[config.mk]
export PLATFORM = sky130hd
export DESIGN_NAME = dffs_pipe
export DESIGN_NICKNAME = d
export VERILOG_FILES = /design/src/rtl/dffs_pipe.sv
export SDC_FILE = /design/constraint.sdc
export NUM_CORES = 1
export LEC_CHECK = 0
export ABC_AREA = 1
export CORE_AREA = 3 3 52 73
export CTS_CLUSTER_DIAMETER = 200
export DETAILED_ROUTE_END_ITERATION = 12
export DIE_AREA = 0 0 55 76
export DONT_BUFFER_PORTS = 1
export GPL_TIMING_DRIVEN = 0
export HOLD_SLACK_MARGIN = 0.1
export PLACE_DENSITY = 0.79
export SYNTH_ARGS = -nofsm -noshare
export SYNTH_HDL_FRONTEND = slang
export SYNTH_SLANG_ARGS = --single-unit
[constraint.sdc]
create_clock -name clk -period 2.35 [get_ports clk]
set_input_delay 0.3525 -clock clk [delete_from_list [all_inputs] [get_ports clk]]
set_output_delay 0.3525 -clock clk [all_outputs]
set_load 0.01 [all_outputs]
[src/rtl/dffs_pipe.sv]
// dffs_pipe: DEPTH-stage data/valid shift register with clock enable, sync clear/preset and occupancy count
// Ports: clk, rst (sync, active-high), ce (shift enable), sclr/sset (sync clear/preset),
//        din/din_valid (stage 0 input), dout/dout_valid (last stage), occ (valid-stage count).
// Optional macro DFFS_PIPE_PARITY_EN adds err_inj input, par_err output and one parity bit per stage.
module dffs_pipe #(
  parameter int WIDTH = 8,
  parameter int DEPTH = 4,
  parameter logic [WIDTH-1:0] INIT = {WIDTH{1'b0}}
) (
  input  logic                       clk,
  input  logic                       rst,
  input  logic                       ce,
  input  logic                       sclr,
  input  logic                       sset,
  input  logic [WIDTH-1:0]           din,
  input  logic                       din_valid,
`ifdef DFFS_PIPE_PARITY_EN
  input  logic                       err_inj,
  output logic                       par_err,
`endif
  output logic [WIDTH-1:0]           dout,
  output logic                       dout_valid,
  output logic [$clog2(DEPTH+1)-1:0] occ
);
  localparam int OW = $clog2(DEPTH+1);
  logic [WIDTH-1:0] d [DEPTH];
  logic [DEPTH-1:0] v;
  assign dout = d[DEPTH-1];
  assign dout_valid = v[DEPTH-1];
  // occ tracks popcount(v) incrementally: a shift adds the entering bit and drops the leaving one
  always_ff @(posedge clk) begin
    if (rst) begin
      for (int i = 0; i < DEPTH; i++) d[i] <= INIT;
      v <= '0;
      occ <= '0;
    end else if (sclr) begin
      for (int i = 0; i < DEPTH; i++) d[i] <= '0;
      v <= '0;
      occ <= '0;
    end else if (sset) begin
      for (int i = 0; i < DEPTH; i++) d[i] <= '1;
      v <= '1;
      occ <= OW'(DEPTH);
    end else if (ce) begin
      d[0] <= din;
      for (int i = 1; i < DEPTH; i++) d[i] <= d[i-1];
      v <= DEPTH'({v, din_valid});
      occ <= occ + OW'(din_valid) - OW'(v[DEPTH-1]);
    end
  end
`ifdef DFFS_PIPE_PARITY_EN
  logic [DEPTH-1:0] p;
  always_ff @(posedge clk) begin
    if (rst) begin
      p <= {DEPTH{^INIT}};
      par_err <= 1'b0;
    end else if (sclr) begin
      p <= '0;
      par_err <= 1'b0;
    end else begin
      if (sset) p <= {DEPTH{^{WIDTH{1'b1}}}};
      else if (ce) p <= DEPTH'({p, (^din) ^ err_inj});
      if (dout_valid && ((^dout) != p[DEPTH-1])) par_err <= 1'b1;
    end
  end
`endif
endmodule

**Yosys cells after proc, flatten, opt, wreduce, memory -nomap -nowiden**

Memory sizes are Yosys's and may differ from the RTL's.
Cells that the tools add are included.

- Flip-flop bits (word level): 7
- Bits in writable memories: 32
- Input bits: 14
- Output and inout bits: 12
- Word-level logic and storage cells: 51
- Memories kept: 1

Memories:

| memory | depth | bits a word | rd ports | clocked after Yosys merged registers in | wr ports | RTL line | text |
|---|---|---|---|---|---|---|---|
| d | 4 | 8 | 4 | 0 | 4 | 26 | `logic [WIDTH-1:0] d [DEPTH];` |

- Add/sub/neg operators: 2
- Multiplexer cells: 30
- Bitwise gates (word level): 12
- Reductions and logical operators: 3

Operator list:

| operator | number |
|---|---|
| 8-bit two-way mux | 12 |
| 1-bit two-way mux | 14 |
| 1-bit bitwise OR | 12 |
| 4-bit two-way mux | 2 |
| 3-bit two-way mux | 2 |
| 3-bit by 1-bit adder with 3-bit output | 1 |
| 3-bit OR reduction | 1 |
| 3-bit by 1-bit subtractor with 3-bit output | 1 |
| 2-bit nonzero test | 1 |
| 2-bit OR reduction | 1 |

**Logic depth before layout (Yosys ltp)**

- Word-level depth: 6
- Gate-level depth with buffers: 9
- Mapped depth without buffers: 9

**Least setup slack after synthesis**

OpenSTA, ideal clock, no wires.

- Path type: reg-to-reg
- From: register occ[0]
- To: register occ[2]
- Library setup time: 118 ps
- Data arrival time: 1493 ps
- Setup slack: 739 ps
- Cell stages (with the launch flop): 10
- Path buffers: 0
- Path through: dfxtp_1 > inv_1 > ha_1 > inv_1 > ha_1 > fa_1 > inv_1 > nand3_1 > nand3_1 > a21oi_1

- Word-level cells in the longest chain between the ends: 4

RTL lines:

| what | RTL line | text |
|---|---|---|
| start: declaration | 23 | `output logic [$clog2(DEPTH+1)-1:0] occ` |
| start signal: assignment | 43 | `occ <= OW'(DEPTH);` |
| start signal: assignment | 48 | `occ <= occ + OW'(din_valid) - OW'(v[DEPTH-1]);` |
| 3-bit by 1-bit adder with 3-bit output | 48 |  |
| 3-bit by 1-bit subtractor with 3-bit output | 48 |  |
| 3-bit two-way mux | 44 | `end else if (ce) begin` |
| 3-bit two-way mux | 40 | `end else if (sset) begin` |

Every way passes these cells. The select of a mux whose other input is x is not followed.
A chain may end at the register's enable or synchronous reset.

**Worst setup path in the final report**

Ends and elaborated chain as after synthesis.

==> flow_summary.ini <==
[final_layout]
stdcell_count = 212
finish.instance_area_mm2 = 0.00185
post_route_cells_drive_above_1_share_pct = 15.6
nNetsFinal = 189
num-fill-cells = 273
area.growth.synth_to_final_pct = 7.49
final_core_util_pct = 58.1
n_antenna_cell = 0

[routing]
ant_nets = 0
first_iter_violations = 12
drc = 0
post_drt_wl_per_cell_um = 11.9
dr.pass1.iters = 4
detailroute.via_count = 1040
route.detailed.vias_per_inst = 4.91
wl_um = 2520

[placed_design]
dpl_cell_area_mm2 = 0.00177
setup_slack_placement_ns = 0.644
port_buffers = 0
place_inst = 204
dp_hpwl_um = 1890
placer_congestion_estimate = 0.698

[synthesis]
yosys.area.top_type = sky130_fd_sc_hd__edfxtp_1
synth.lib_cells_used.distinct = 19
synth_top_cells_by_area = sky130_fd_sc_hd__edfxtp_1 (56%), sky130_fd_sc_hd__nand2_1 (12%), sky130_fd_sc_hd__dfxtp_1 (8.1%), sky130_fd_sc_hd__o21ai_0 (4.9%), sky130_fd_sc_hd__buf_4 (3.5%)
synth.ff_latch_count = 39
synth_sequential_area_ratio_pct = 64.0
yosys_most_used_dff = sky130_fd_sc_hd__edfxtp_1
synth_edf_count = 32
postSynth.asyncResetShare_pct = 0
synth_most_common_cell = sky130_fd_sc_hd__nand2_1
syn-instance-count = 165
synth_top_area_share_pct = 55.8
yosysWarnings = 0
synth_commonest_cells = sky130_fd_sc_hd__nand2_1 (57), sky130_fd_sc_hd__edfxtp_1 (32), sky130_fd_sc_hd__o21ai_0 (17), sky130_fd_sc_hd__inv_1 (15), sky130_fd_sc_hd__buf_4 (8)
synth.cell_area_mm2 = 0.00172
postSynthAreaPerCell_um2 = 10.4
postSynthNetCount = 182

[die]
rows = 24
effective_utilization_at_floorplan_pct = 54.1
fp.dieW_um = 55
die-area_mm2 = 0.00418
boundaryPins = 26
die-height_um = 76
core_area_mm2 = 0.00318

[cts]
clock_tree.root_cell = sky130_fd_sc_hd__clkbuf_8
tritoncts_num_sinks = 39
cts.reportedPaths.clkPinSlew_ns = 0.07
clock_tree_from_tritoncts = done
cts_buffers = 5
cts.path.max_buffers = 2
hold_buffers = 0
h-tree-depth = 2
insertion_delay_ns = 0.28
post-cts-setup-buffer-count = 0
post_cts.resized_instances = 0

[grt]
grt_pass1_wl_um = 4430
grt_antenna_before_repair = 0
grt_util_all_layers_pct = 14.6
overflow = 0
largest_net_degree_at_the_start_of_global_routing = 12
first_global_vias = 1027

[sta]
hold_viol_final = 0
postLayoutSetupSlackWorst_ns = 0.650
slew_headroom_pct = 74.0
slew_worst_pin_ns = 0.389
report.final.slew_viol_count = 0
fin_crit_ns = 1.70
layout_worst_path_cycle_share_pct = 72.3
hold_slack_ns = 0.217
maxClockFrequency_mhz = 588
timing.clock.skew_ns = 0.00530
setup-violations-final = 0
rsz0062_at_grt = false
setup_total_negative_slack_ns = 0

[hold_path]
cells_on_worst_hold_path = 2
worst_hold_path_type = input port to flop

[critical_path]
worst_r2r_path_depth = 9
startpoint_type = flop
worstSetupStartpoint = occ[0]
crit_arrival_ns = 1.88
worstReg2RegStart = occ[0]
crit_path_end = occ[2]
worstPathRequired_ns = 2.53
setup.worst_path.class = flop to flop
endpoint_class_of_the_critical_path = flop
worst-path-max-fanout = 2
reg2reg_to = occ[2]
r2r_setup_slack_ns = 0.65

[power_and_ir_drop]
totalPowerFinal_mw = 1.33
leakage_nw = 0.899
ir_worst_vdd_v = 0.000490
p_per_area_mw_per_mm2 = 721

[run]
drv_cap = 0

[status]
outcome = completed
-- cell type report --
type / count / area, um2 / share of cell area [%]
clock inverters: 2 / 7.51 / 0.406
clock buffers: 6 / 72.6 / 3.92
multi-input cells: 94 / 443 / 23.9
inverters: 19 / 73.8 / 3.99
plain buffers: 13 / 104 / 5.61
flip-flops and latches: 39 / 1100 / 59.5
well taps: 39 / 48.8 / 2.64
-- layer usage --
layer	vias to the layer above	part of all wire [%]	track usage, %
met5	-	0	0
met4	0	2.5	7.30
met3	7	5.2	2.94
met2	29	57	25.5
met1	464	35	15.5
li1	540	-	-
-- critical path: stages, from the launching register on --
cell and delay, ns:
sky130_fd_sc_hd__dfxtp_1 0.39, sky130_fd_sc_hd__inv_1 0.07, sky130_fd_sc_hd__ha_1 0.27, sky130_fd_sc_hd__inv_1 0.04, sky130_fd_sc_hd__ha_1 0.18, sky130_fd_sc_hd__fa_1 0.39, sky130_fd_sc_hd__inv_1 0.07, sky130_fd_sc_hd__nand3_1 0.07
sky130_fd_sc_hd__nand3_1 0.08, sky130_fd_sc_hd__a21oi_1 0.06
-- logic make-up (layout without fill, tap and decap cells) --
| kind of cell | count (synthesis) | in the layout | share of synthesized area, % |
|---|---|---|---|
| adder cells (fa/ha/maj) | 3 | 3 | 2.62 |
| flip-flops | 39 | 39 | 64.0 |
| AND/OR/NAND/NOR | 72 | 72 | 17.6 |
| buffers and inverters | 32 | 40 | 10.3 |
| AO/OA/AOI/OAI | 19 | 19 | 5.52 |
-- state kept, by name, summed over array words and instances, names as in the netlist --
name	flops
occ	3
v	4
d	32
-- cell usage in the layout, fill, tap and decap left out, types with 2 or more instances in the layout --
| cell type | n |
|---|---|
| sky130_fd_sc_hd__a21oi_1 | 2 |
| sky130_fd_sc_hd__buf_2 | 2 |
| sky130_fd_sc_hd__buf_4 | 8 |
| sky130_fd_sc_hd__buf_6 | 3 |
| sky130_fd_sc_hd__clkbuf_8 | 5 |
| sky130_fd_sc_hd__clkinv_1 | 2 |
| sky130_fd_sc_hd__dfxtp_1 | 7 |
| sky130_fd_sc_hd__edfxtp_1 | 32 |
| sky130_fd_sc_hd__ha_1 | 2 |
| sky130_fd_sc_hd__inv_1 | 15 |
| sky130_fd_sc_hd__inv_2 | 3 |
| sky130_fd_sc_hd__nand2_1 | 57 |
| sky130_fd_sc_hd__nand2_2 | 2 |
| sky130_fd_sc_hd__nand3_1 | 3 |
| sky130_fd_sc_hd__nor2_1 | 6 |
| sky130_fd_sc_hd__nor2_4 | 2 |
| sky130_fd_sc_hd__o21ai_0 | 17 |
-- worst min path at each step --
stage                        start       end  slack [ns]
after floorplan               v[2]      v[3]        0.46
after global placement        v[2]      v[3]        0.47
after detailed placement  d[0][15]  d[0][23]        0.49
after CTS                       ce    occ[2]        0.21
after global routing            ce    occ[2]        0.22
final                         sset      v[3]        0.22
-- report_power, final --
part / switching (mW) / internal, mW
registers: 0.0188 / 0.807
clock network: 0.208 / 0.202
logic: 0.0599 / 0.0384
total: 0.287 / 1.05
Note: power is estimated with default switching activity, not from simulation.
